--- config.mk ---
export PLATFORM = sky130hd
export DESIGN_NAME = rr_rx_arbiter_flat
export DESIGN_NICKNAME = d
export VERILOG_FILES = /design/src/rtl/rr_rx_arbiter_if.sv /design/src/rtl/rr_rx_arbiter.sv /design/src/flat_wrapper.sv
export SDC_FILE = /design/constraint.sdc
export NUM_CORES = 1
export LEC_CHECK = 0
export CAP_MARGIN = 25
export CELL_PAD_IN_SITES_DETAIL_PLACEMENT = 1
export CELL_PAD_IN_SITES_GLOBAL_PLACEMENT = 2
export CORE_AREA = 2 2 180 138
export CTS_CLUSTER_DIAMETER = 40
export DETAILED_ROUTE_END_ITERATION = 6
export DIE_AREA = 0 0 182 140
export GPL_TIMING_DRIVEN = 1
export PLACE_DENSITY = 0.76
export SLEW_MARGIN = 0
export SYNTH_ARGS = -nofsm -noshare
export SYNTH_HDL_FRONTEND = slang
export SYNTH_SLANG_ARGS = --single-unit
--- constraint.sdc ---
create_clock -name clk -period 5.9 [get_ports clk]
set_input_delay 0.885 -clock clk [delete_from_list [all_inputs] [get_ports clk]]
set_output_delay 0.885 -clock clk [all_outputs]
set_load 0.005 [all_outputs]
--- src/rtl/rr_rx_arbiter_if.sv ---
// rr_rx_arbiter_if -- bundle between five receive ports, the arbiter and the
// downstream FIFO.
//
// Signals:
//   full            downstream FIFO full (no transfer while high)
//   x_valid/x_item  port x has a head item pending, and that item
//   x_read          pop strobe back to port x
//   write/item_out  push strobe and data towards the FIFO
//   owner           current priority pointer (0=N,1=S,2=E,3=W,4=L)
//   dbg_cnt         burst counter of the current owner (observation only)
//
// Handshake: an item moves from port x to the FIFO in exactly the cycle where
// x_read and write are both high. x_valid acts as the source's valid and
// !full as the sink's ready. Both are sampled combinationally, so a read is
// raised in the same cycle that x_valid is high and full is low.
// A port must hold x_item stable while x_valid is high and x_read is low.
`ifndef PAYLOAD_SIZE
`define PAYLOAD_SIZE 32
`endif
`ifndef ADDR_SZ
`define ADDR_SZ 8
`endif

interface rr_rx_arbiter_if #(
  parameter int ITEM_W = `PAYLOAD_SIZE + `ADDR_SZ
);
  logic              full;
  logic              n_valid, s_valid, e_valid, w_valid, l_valid;
  logic [ITEM_W-1:0] n_item, s_item, e_item, w_item, l_item;
  logic              n_read, s_read, e_read, w_read, l_read;
  logic              write;
  logic [ITEM_W-1:0] item_out;
  logic [2:0]        owner;
  logic [3:0]        dbg_cnt;

  // Arbiter side.
  modport slave (
    input  full,
    input  n_valid, s_valid, e_valid, w_valid, l_valid,
    input  n_item, s_item, e_item, w_item, l_item,
    output n_read, s_read, e_read, w_read, l_read,
    output write, item_out, owner, dbg_cnt
  );

  // Environment side (ports plus FIFO).
  modport master (
    output full,
    output n_valid, s_valid, e_valid, w_valid, l_valid,
    output n_item, s_item, e_item, w_item, l_item,
    input  n_read, s_read, e_read, w_read, l_read,
    input  write, item_out, owner, dbg_cnt
  );
endinterface

--- src/rtl/rr_rx_arbiter.sv ---
// rr_rx_arbiter -- five-port (N,S,E,W,L) round-robin arbiter feeding one FIFO.
// A port may hold priority for up to QUANTUM consecutive grants before the
// pointer moves on to the next port in the cyclic order N,S,E,W,L.
//
// Ports:
//   clk   rising-edge clock
//   rst   synchronous, active-high reset (pointer to N, burst count to 0)
//   bus   rr_rx_arbiter_if.slave: valids/items/full in; reads, write,
//         item_out, owner (pointer) and dbg_cnt (burst count) out
//
// Selection is combinational: read/write follow valid and full in the same
// cycle. Only the pointer and the burst count are registered.
`ifndef PAYLOAD_SIZE
`define PAYLOAD_SIZE 32
`endif
`ifndef ADDR_SZ
`define ADDR_SZ 8
`endif

module rr_rx_arbiter #(
  parameter int ITEM_W  = `PAYLOAD_SIZE + `ADDR_SZ,
  parameter int QUANTUM = 4
) (
  input logic            clk,
  input logic            rst,
  rr_rx_arbiter_if.slave bus
);

  logic [2:0]        r_ptr;
  logic [3:0]        r_cnt;

  logic [4:0]        w_valid;
  logic [ITEM_W-1:0] w_items [5];
  logic [2:0]        w_ptr_eff;
  logic [2:0]        w_sel;
  logic              w_any;
  logic              w_grant;
  logic [4:0]        w_read;
  logic [3:0]        w_base;
  logic [4:0]        w_base_inc;
  logic [2:0]        w_ptr_nxt;
  logic [3:0]        w_cnt_nxt;

  assign w_valid = {bus.l_valid, bus.w_valid, bus.e_valid, bus.s_valid, bus.n_valid};

  assign w_items[0] = bus.n_item;
  assign w_items[1] = bus.s_item;
  assign w_items[2] = bus.e_item;
  assign w_items[3] = bus.w_item;
  assign w_items[4] = bus.l_item;

  // An illegal pointer (5..7) behaves exactly like N.
  assign w_ptr_eff = (r_ptr > 3'd4) ? 3'd0 : r_ptr;
  assign w_any     = |w_valid;
  assign w_grant   = w_any & ~bus.full & ~rst;

  // First valid port scanning cyclically from the pointer.
  always_comb begin
    logic [3:0] v_idx;
    logic       v_found;
    w_sel   = w_ptr_eff;
    v_found = 1'b0;
    v_idx   = 4'd0;
    for (int k = 0; k < 5; k++) begin
      v_idx = {1'b0, w_ptr_eff} + 4'(k);
      if (v_idx > 4'd4) v_idx = v_idx - 4'd5;
      if (!v_found && w_valid[v_idx[2:0]]) begin
        v_found = 1'b1;
        w_sel   = v_idx[2:0];
      end
    end
  end

  // Burst accounting: a grant to the pointer's own port continues its burst;
  // a grant to any other port (owner idle or dropped) starts a fresh burst.
  always_comb begin
    w_base     = (w_sel == w_ptr_eff) ? r_cnt : 4'd0;
    w_base_inc = {1'b0, w_base} + 5'd1;
    if (w_base_inc == 5'(QUANTUM)) begin
      w_ptr_nxt = (w_sel == 3'd4) ? 3'd0 : w_sel + 3'd1;
      w_cnt_nxt = 4'd0;
    end else begin
      w_ptr_nxt = w_sel;
      w_cnt_nxt = w_base_inc[3:0];
    end
  end

  always_ff @(posedge clk) begin
    if (rst) begin
      r_ptr <= 3'd0;
      r_cnt <= 4'd0;
    end else if (w_grant) begin
      r_ptr <= w_ptr_nxt;
      r_cnt <= w_cnt_nxt;
    end
  end

  assign w_read = w_grant ? (5'b00001 << w_sel) : 5'b00000;

  assign bus.n_read   = w_read[0];
  assign bus.s_read   = w_read[1];
  assign bus.e_read   = w_read[2];
  assign bus.w_read   = w_read[3];
  assign bus.l_read   = w_read[4];
  assign bus.write    = w_grant;
  assign bus.item_out = w_any ? w_items[w_sel] : '0;
  assign bus.owner    = r_ptr;
  assign bus.dbg_cnt  = r_cnt;

endmodule
--- src/flat_wrapper.sv ---
// flat-port wrapper written by rule: the top's interface ports become plain ports
module rr_rx_arbiter_flat 
#(
  parameter int ITEM_W  = `PAYLOAD_SIZE + `ADDR_SZ,
  parameter int QUANTUM = 4
)
  (clk, rst, bus_full, bus_n_valid, bus_s_valid, bus_e_valid, bus_w_valid, bus_l_valid, bus_n_item, bus_s_item, bus_e_item, bus_w_item, bus_l_item, bus_n_read, bus_s_read, bus_e_read, bus_w_read, bus_l_read, bus_write, bus_item_out, bus_owner, bus_dbg_cnt);
  rr_rx_arbiter_if #(.ITEM_W(ITEM_W)) bus_i ();
  input logic clk;
  input logic rst;
  input wire logic [$bits(bus_i.full)-1:0] bus_full;
  input wire logic [$bits(bus_i.n_valid)-1:0] bus_n_valid;
  input wire logic [$bits(bus_i.s_valid)-1:0] bus_s_valid;
  input wire logic [$bits(bus_i.e_valid)-1:0] bus_e_valid;
  input wire logic [$bits(bus_i.w_valid)-1:0] bus_w_valid;
  input wire logic [$bits(bus_i.l_valid)-1:0] bus_l_valid;
  input wire logic [$bits(bus_i.n_item)-1:0] bus_n_item;
  input wire logic [$bits(bus_i.s_item)-1:0] bus_s_item;
  input wire logic [$bits(bus_i.e_item)-1:0] bus_e_item;
  input wire logic [$bits(bus_i.w_item)-1:0] bus_w_item;
  input wire logic [$bits(bus_i.l_item)-1:0] bus_l_item;
  output wire logic [$bits(bus_i.n_read)-1:0] bus_n_read;
  output wire logic [$bits(bus_i.s_read)-1:0] bus_s_read;
  output wire logic [$bits(bus_i.e_read)-1:0] bus_e_read;
  output wire logic [$bits(bus_i.w_read)-1:0] bus_w_read;
  output wire logic [$bits(bus_i.l_read)-1:0] bus_l_read;
  output wire logic [$bits(bus_i.write)-1:0] bus_write;
  output wire logic [$bits(bus_i.item_out)-1:0] bus_item_out;
  output wire logic [$bits(bus_i.owner)-1:0] bus_owner;
  output wire logic [$bits(bus_i.dbg_cnt)-1:0] bus_dbg_cnt;
  assign bus_i.full = bus_full;
  assign bus_i.n_valid = bus_n_valid;
  assign bus_i.s_valid = bus_s_valid;
  assign bus_i.e_valid = bus_e_valid;
  assign bus_i.w_valid = bus_w_valid;
  assign bus_i.l_valid = bus_l_valid;
  assign bus_i.n_item = bus_n_item;
  assign bus_i.s_item = bus_s_item;
  assign bus_i.e_item = bus_e_item;
  assign bus_i.w_item = bus_w_item;
  assign bus_i.l_item = bus_l_item;
  assign bus_n_read = bus_i.n_read;
  assign bus_s_read = bus_i.s_read;
  assign bus_e_read = bus_i.e_read;
  assign bus_w_read = bus_i.w_read;
  assign bus_l_read = bus_i.l_read;
  assign bus_write = bus_i.write;
  assign bus_item_out = bus_i.item_out;
  assign bus_owner = bus_i.owner;
  assign bus_dbg_cnt = bus_i.dbg_cnt;
  rr_rx_arbiter #(.ITEM_W(ITEM_W), .QUANTUM(QUANTUM)) u_core (.clk(clk), .rst(rst), .bus(bus_i));
endmodule
=== Word-level counts from Yosys, hierarchy flattened ===
Cells that the tools add are included.

* Bits in registers: 7
* Bits of input ports: 208
* Output and inout bits: 53

* $add $sub $neg: 11
* $lt $le $gt $ge: 12
* Equal/unequal tests: 3
* Shifts and indexed selects: 1
* Mux-type cells: 34
* Bitwise logic cells: 5
* Reduce and logical (&&, ||, !) cells: 9

{| class="wikitable"
|+ Operator list
! cell !! count
|-
| 40-bit binary-select mux with 3-bit select || 1
|-
| 40-bit 2-to-1 mux || 3
|-
| 3-bit 2-to-1 mux || 13
|-
| 3-bit by 4-bit less-than comparator with 1-bit output, second input constant || 5
|-
| 4-bit by 3-bit greater-than comparator with 1-bit output, second input constant || 4
|-
| 1-bit binary-select mux with 3-bit select || 5
|-
| 3-bit subtractor, second input constant || 5
|-
| 1-bit 2-to-1 mux || 9
|-
| 3-bit by 2-bit adder with 4-bit output, second input constant || 2
|-
| 4-bit 2-to-1 mux || 2
|-
| 3-bit greater-than comparator, second input constant || 2
|-
| 4-bit by 1-bit adder with 5-bit output, second input constant || 1
|-
| 5-bit by 3-bit equality test with 1-bit output, second input constant || 1
|-
| 5-bit 2-to-1 mux || 1
|-
| 5-bit OR reduction || 1
|-
| 1-bit by 3-bit left shift with 5-bit output, first input constant || 1
|-
| 3-bit by 1-bit adder with 4-bit output, second input constant || 1
|-
| 3-bit by 3-bit adder with 4-bit output, second input constant || 1
|-
| 4-bit greater-or-equal comparator, second input constant || 1
|-
| 1-bit logical AND || 4
|-
| 1-bit zero test || 4
|-
| 3-bit inverter with 4-bit output || 1
|-
| 3-bit by 1-bit adder with 3-bit output, second input constant || 1
|-
| 3-bit equality test || 1
|-
| 3 further kinds || 5
|}

=== Longest topological paths before layout ===
* Depth after elaboration: 24
* Gate-level depth with buffers: 25
* Gate-level depth less buffers: 19

=== Worst setup path before layout ===
No wires, ideal clock.

* Path type: register -> output
* Start: reg u_core.r_ptr[1], in the netlist u_core.bus.owner[1]
* End: out bus_item_out[22]
* Arrival: 4.203 ns
* Required time: 5.015 ns
* Slack: 0.812 ns
* Stages on the path, launching flop included: 20
* Buffers on the path: 5
* Path through: dfxtp_1 -> buf_4 -> or3b_4 -> clkbuf_1 -> ha_1 -> or4b_2 -> a41oi_1 -> nor4_1 -> a211oi_2 -> o21ai_1 -> or3_1 -> o31a_1 -> buf_6 -> inv_4 -> buf_6 -> buf_6 -> nand2_1 -> and3_1 -> a311o_1 -> a21oi_1

* Word-level cells in the longest chain between the ends: 24

{| class="wikitable"
|+ Ends and longest elaborated chain
! item !! RTL line !! RTL
|-
| from (decl) || rr_rx_arbiter.sv:29 || <nowiki>logic [2:0] r_ptr;</nowiki>
|-
| from (signal assigned) || rr_rx_arbiter.sv:93 || <nowiki>r_ptr <= w_ptr_nxt;</nowiki>
|-
| 3-bit greater-than comparator || rr_rx_arbiter.sv:53 || <nowiki>assign w_ptr_eff = (r_ptr > 3'd4) ? 3'd0 : r_ptr;</nowiki>
|-
| 3-bit 2-to-1 mux * || rr_rx_arbiter.sv:53 ||
|-
| parallel branches: the longest is 16 deep, another holds 3-bit by 1-bit adder with 4-bit output || n/a ||
|-
| 3-bit 2-to-1 mux * || rr_rx_arbiter.sv:67 || <nowiki>if (!v_found && w_valid[v_idx[2:0]]) begin</nowiki>
|-
| 3-bit inverter with 4-bit output (implied by the code) * || rr_rx_arbiter.sv:106 || <nowiki>assign bus.item_out = w_any ? w_items[w_sel] : '0;</nowiki>
|-
| 40-bit binary-select mux with 3-bit select * || rr_rx_arbiter.sv:106 ||
|-
| 40-bit 2-to-1 mux (implied by the code) * (2 in series) || rr_rx_arbiter.sv:106 ||
|-
| 40-bit 2-to-1 mux * || rr_rx_arbiter.sv:106 ||
|-
| to (decl) || flat_wrapper.sv:28 || <nowiki>output wire logic [$bits(bus_i.item_out)-1:0] bus_item_out;</nowiki>
|}

Mark *: on every way between the ends. The select of a mux whose other input is x is not followed.

=== Worst setup path in the final report ===
* Start: reg u_core.r_ptr[2], in the netlist u_core.bus.owner[2]
* End: out bus_item_out[31]

Same word-level chain as after synthesis.

==> impl_results.md <==
- Status: complete, no violations
- DP Wirelength: 16.9 mm
- Register area share after synthesis: 0.0376
- WHS Endpoint: u_core.bus.dbg_cnt[1]
- Worst-Margin Slew: 630 ps
- CP max stage cell: or4b_2
- Max FO, Critical Path: 24
- Post-synth ARST share: 0
- DRT antenna net count: 0
- TritonRoute pass-1 iters: 4
- Slew Limit Fails: 0
- GPL Wtd Cong: 0.820
- Die ar.: 25500 um^2
- Port bufs: 260
- H-tree Lvls: 1
- Core ar.: 23700 um^2
- Effective utilization at floorplan: 0.157
- Setup ws final: 205 ps
- DRT iter0 DRCs: 263
- Drt drc: 0
- Post-Syn Nets: 854
- Clock Latency Late Sink: 230 ps
- # fillers: 2919
- Peak Freq: 0.176 GHz
- Die Span Y: 140 um
- I/O pins: 261
- CP Capture Type: output pin
- Type of origin of the critical path: register
- Initial antenna violation count: 0
- Max_slew headroom: 0.579
- Hold Path Origin: u_core.bus.dbg_cnt[1]
- Critical Path RT: 5020 ps
- R2R Path End: u_core.bus.owner[2]
- Vias per cell: 4.81
- Post-synth EDFFs: 0
- Reg2Reg Launch Point: u_core.bus.owner[2]
- CP max stage delay: 650 ps
- Worst Clk Skew: 0.304 ps
- Synth-to-Final Area Change: 92.4%
- Number of clock sinks: 7
- R2R setup slack: 690 ps
- Reg clk slew, reported paths: 40 ps
- Hold Path Depth: 2
- WL per Instance: 18.8 um
- CTS hold repair buffers: 0
- Max cap viols: 0
- DP Worst Slack: -101 ps
- WP data arrival: 4810 ps
- Remaining Overflow, GRT: 0
- Seq cells post-synth: 7
- Layout cell share with drive strength beyond 1: 0.0981
- Gate Count Post-Synth: 633
- Synth warn: 0
- Post-DP Area: 6880 um^2
- Pin count of the biggest net entering global routing: 46
- Final instance area: 7170 um^2
- Final Cycle Share: 0.965
- Vias: 5744
- Number of diodes: 0
- Post-Syn Area per Cell: 5.88 um^2
- Clock Path Buffers: 2
- Crit-path cells: or3b_4 -> ha_1 -> or4b_2 -> a41oi_2 -> nor4_2 -> a211oi_2 -> o21ai_2 -> or3_1 -> o31a_4 -> clkinv_4 -> buf_12 -> nand2_1 -> and3_1 -> a311o_1 -> a21oi_2 -> clkdlybuf4s50_1
- Final setup violation count: 0
- GRT Total Usage: 0.161
- Crit path kind: register to output pin
- Worst hold path class: register to register
- Cell area after synthesis: 3720 um^2
- Width of the die: 182 um
- Top FF cell, synth: dfxtp_1
- Unique cell type count in the Yosys netlist: 76
- Clock root cell: clkbuf_16
- CTS buffer count: 3
- Final worst path period need: 5690 ps
- Vias in the first global route: 5882
- Final hold viol count: 0
- FF-to-FF path depth: 21
- WL final: 22.5 mm
- CTS tree: built
- Row count: 49
- Layout Nets: 1109
- First-pass GRT wire length: 33.3 mm
==> metal layers <==
layer,track usage,vias to the layer above,wire length (um)
li1,-,2795,-
met1,0.223,2741,10600
met2,0.261,191,9950
met3,0.0395,17,1640
met4,0.0216,0,283
met5,0,-,0
==> per-stage QoR <==
stage | hold WS [ps] | TNS (ps) | instances | utilization
after detailed placement | 504 | -333 | 1182 | 0.291
after global placement | 489 | -62.4 | 1182 | 0.291
after floorplan | 474 | 0 | 633 | -
after global routing | 556 | -8.65 | 1193 | 0.303
after CTS | 510 | 0 | 1186 | 0.295
final | 506 | 0 | 1193 | 0.303
==> placed cells by master, fill, tap and decap left out, drive strengths merged, types with 8 or more instances in the layout <==
| cell | n |
|---|---|
| nand3 | 8 |
| a311o | 40 |
| buf | 45 |
| inv | 11 |
| a21oi | 54 |
| o21a | 11 |
| nor3 | 10 |
| clkdlybuf4s50 | 258 |
| ha | 13 |
| nand2 | 217 |
| nor2 | 26 |
| and3 | 47 |
| o21ai | 16 |
==> worst max path at each step <==
| stage | from | endpoint | slack, ps | depth (start not counted) |
|---|---|---|---|---|
| 2_1_floorplan | u_core.bus.owner[1] | bus_item_out[22] | 810 | 19 |
| 3_3_place_gp | bus_w_valid | bus_item_out[31] | -60 | 15 |
| 3_5_place_dp | bus_w_valid | bus_item_out[31] | -100 | 15 |
| 4_1_cts | bus_w_valid | bus_item_out[31] | 5 | 15 |
| 5_1_grt | u_core.bus.owner[2] | bus_item_out[31] | -9 | 16 |
| 6_report | u_core.bus.owner[2] | bus_item_out[31] | 210 | 16 |
==> worst max-delay path, delay by kind of cell, from the launching register on <==
kind	cells	cell delay, ps
simple gates	6	1720
compound gates	6	1380
buf+inv	3	800
flops	1	350
fa+ha+maj	1	310
==> state kept, by name, indices dropped and copies added (netlist names) <==
name,count
u_core.bus.dbg_cnt,4
u_core.bus.owner,3
==> cells by family after synthesis <==
kind of cell / after synthesis / synth area share
AO/OA/AOI/OAI: 175 / 0.358
XOR/XNOR: 3 / 0.00907
adder cells (fa/ha/maj): 14 / 0.0464
buffers and inverters: 70 / 0.0867
flip-flops: 7 / 0.0376
multiplexers: 2 / 0.00571
AND/OR/NAND/NOR: 362 / 0.456
==> cell usage after synthesis (3+ instances only) <==
cell type    n  share of area
and3_1      47          0.079
buf_6        4          0.012
a211oi_1     4         0.0081
o21ai_0     14          0.019
or3_1        4         0.0067
o211ai_1     3         0.0060
nor2_1      26          0.026
nand2b_1     7          0.012
a21oi_1     53          0.071
a311o_1     40           0.11
nor3b_1      5          0.010
inv_1        8         0.0081
or4_1        3         0.0060
nand3_1      8          0.011
nor4_1       5         0.0084
ha_1        13          0.044
o21a_1      11          0.022
a31oi_1      4         0.0067
and2_1       6          0.010
clkbuf_1    36          0.036
nor2b_1      6          0.010
inv_2        3         0.0030
o22ai_1      3         0.0050
buf_2       13          0.017
buf_4        3         0.0060
o31ai_1      5          0.010
nor3_1       8          0.011
dfxtp_1      7          0.038
nand2_1    217           0.22
nand3b_1     4         0.0081
==> cell type report <==
type	instances	area, um^2	share of cell area
flip-flops and latches	7	140	0.0196
well taps	306	383	0.0534
inverters	12	50.0	0.00698
clock buffers	4	78.8	0.0110
repair buffers	308	3150	0.439
multi-input cells	556	3360	0.470
==> what timing repair did <==
item                                    in CTS  in global routing
gates resized for setup                      2                 19
cloned                                       0                  3
setup buffers                                0                  4
endpoints found under the setup margin      17                 42
pin swaps                                    1                  5
Power is left out: the tool's default activity adds up to more than one toggle a clock period on the data nets, which glitch-free logic cannot reach.
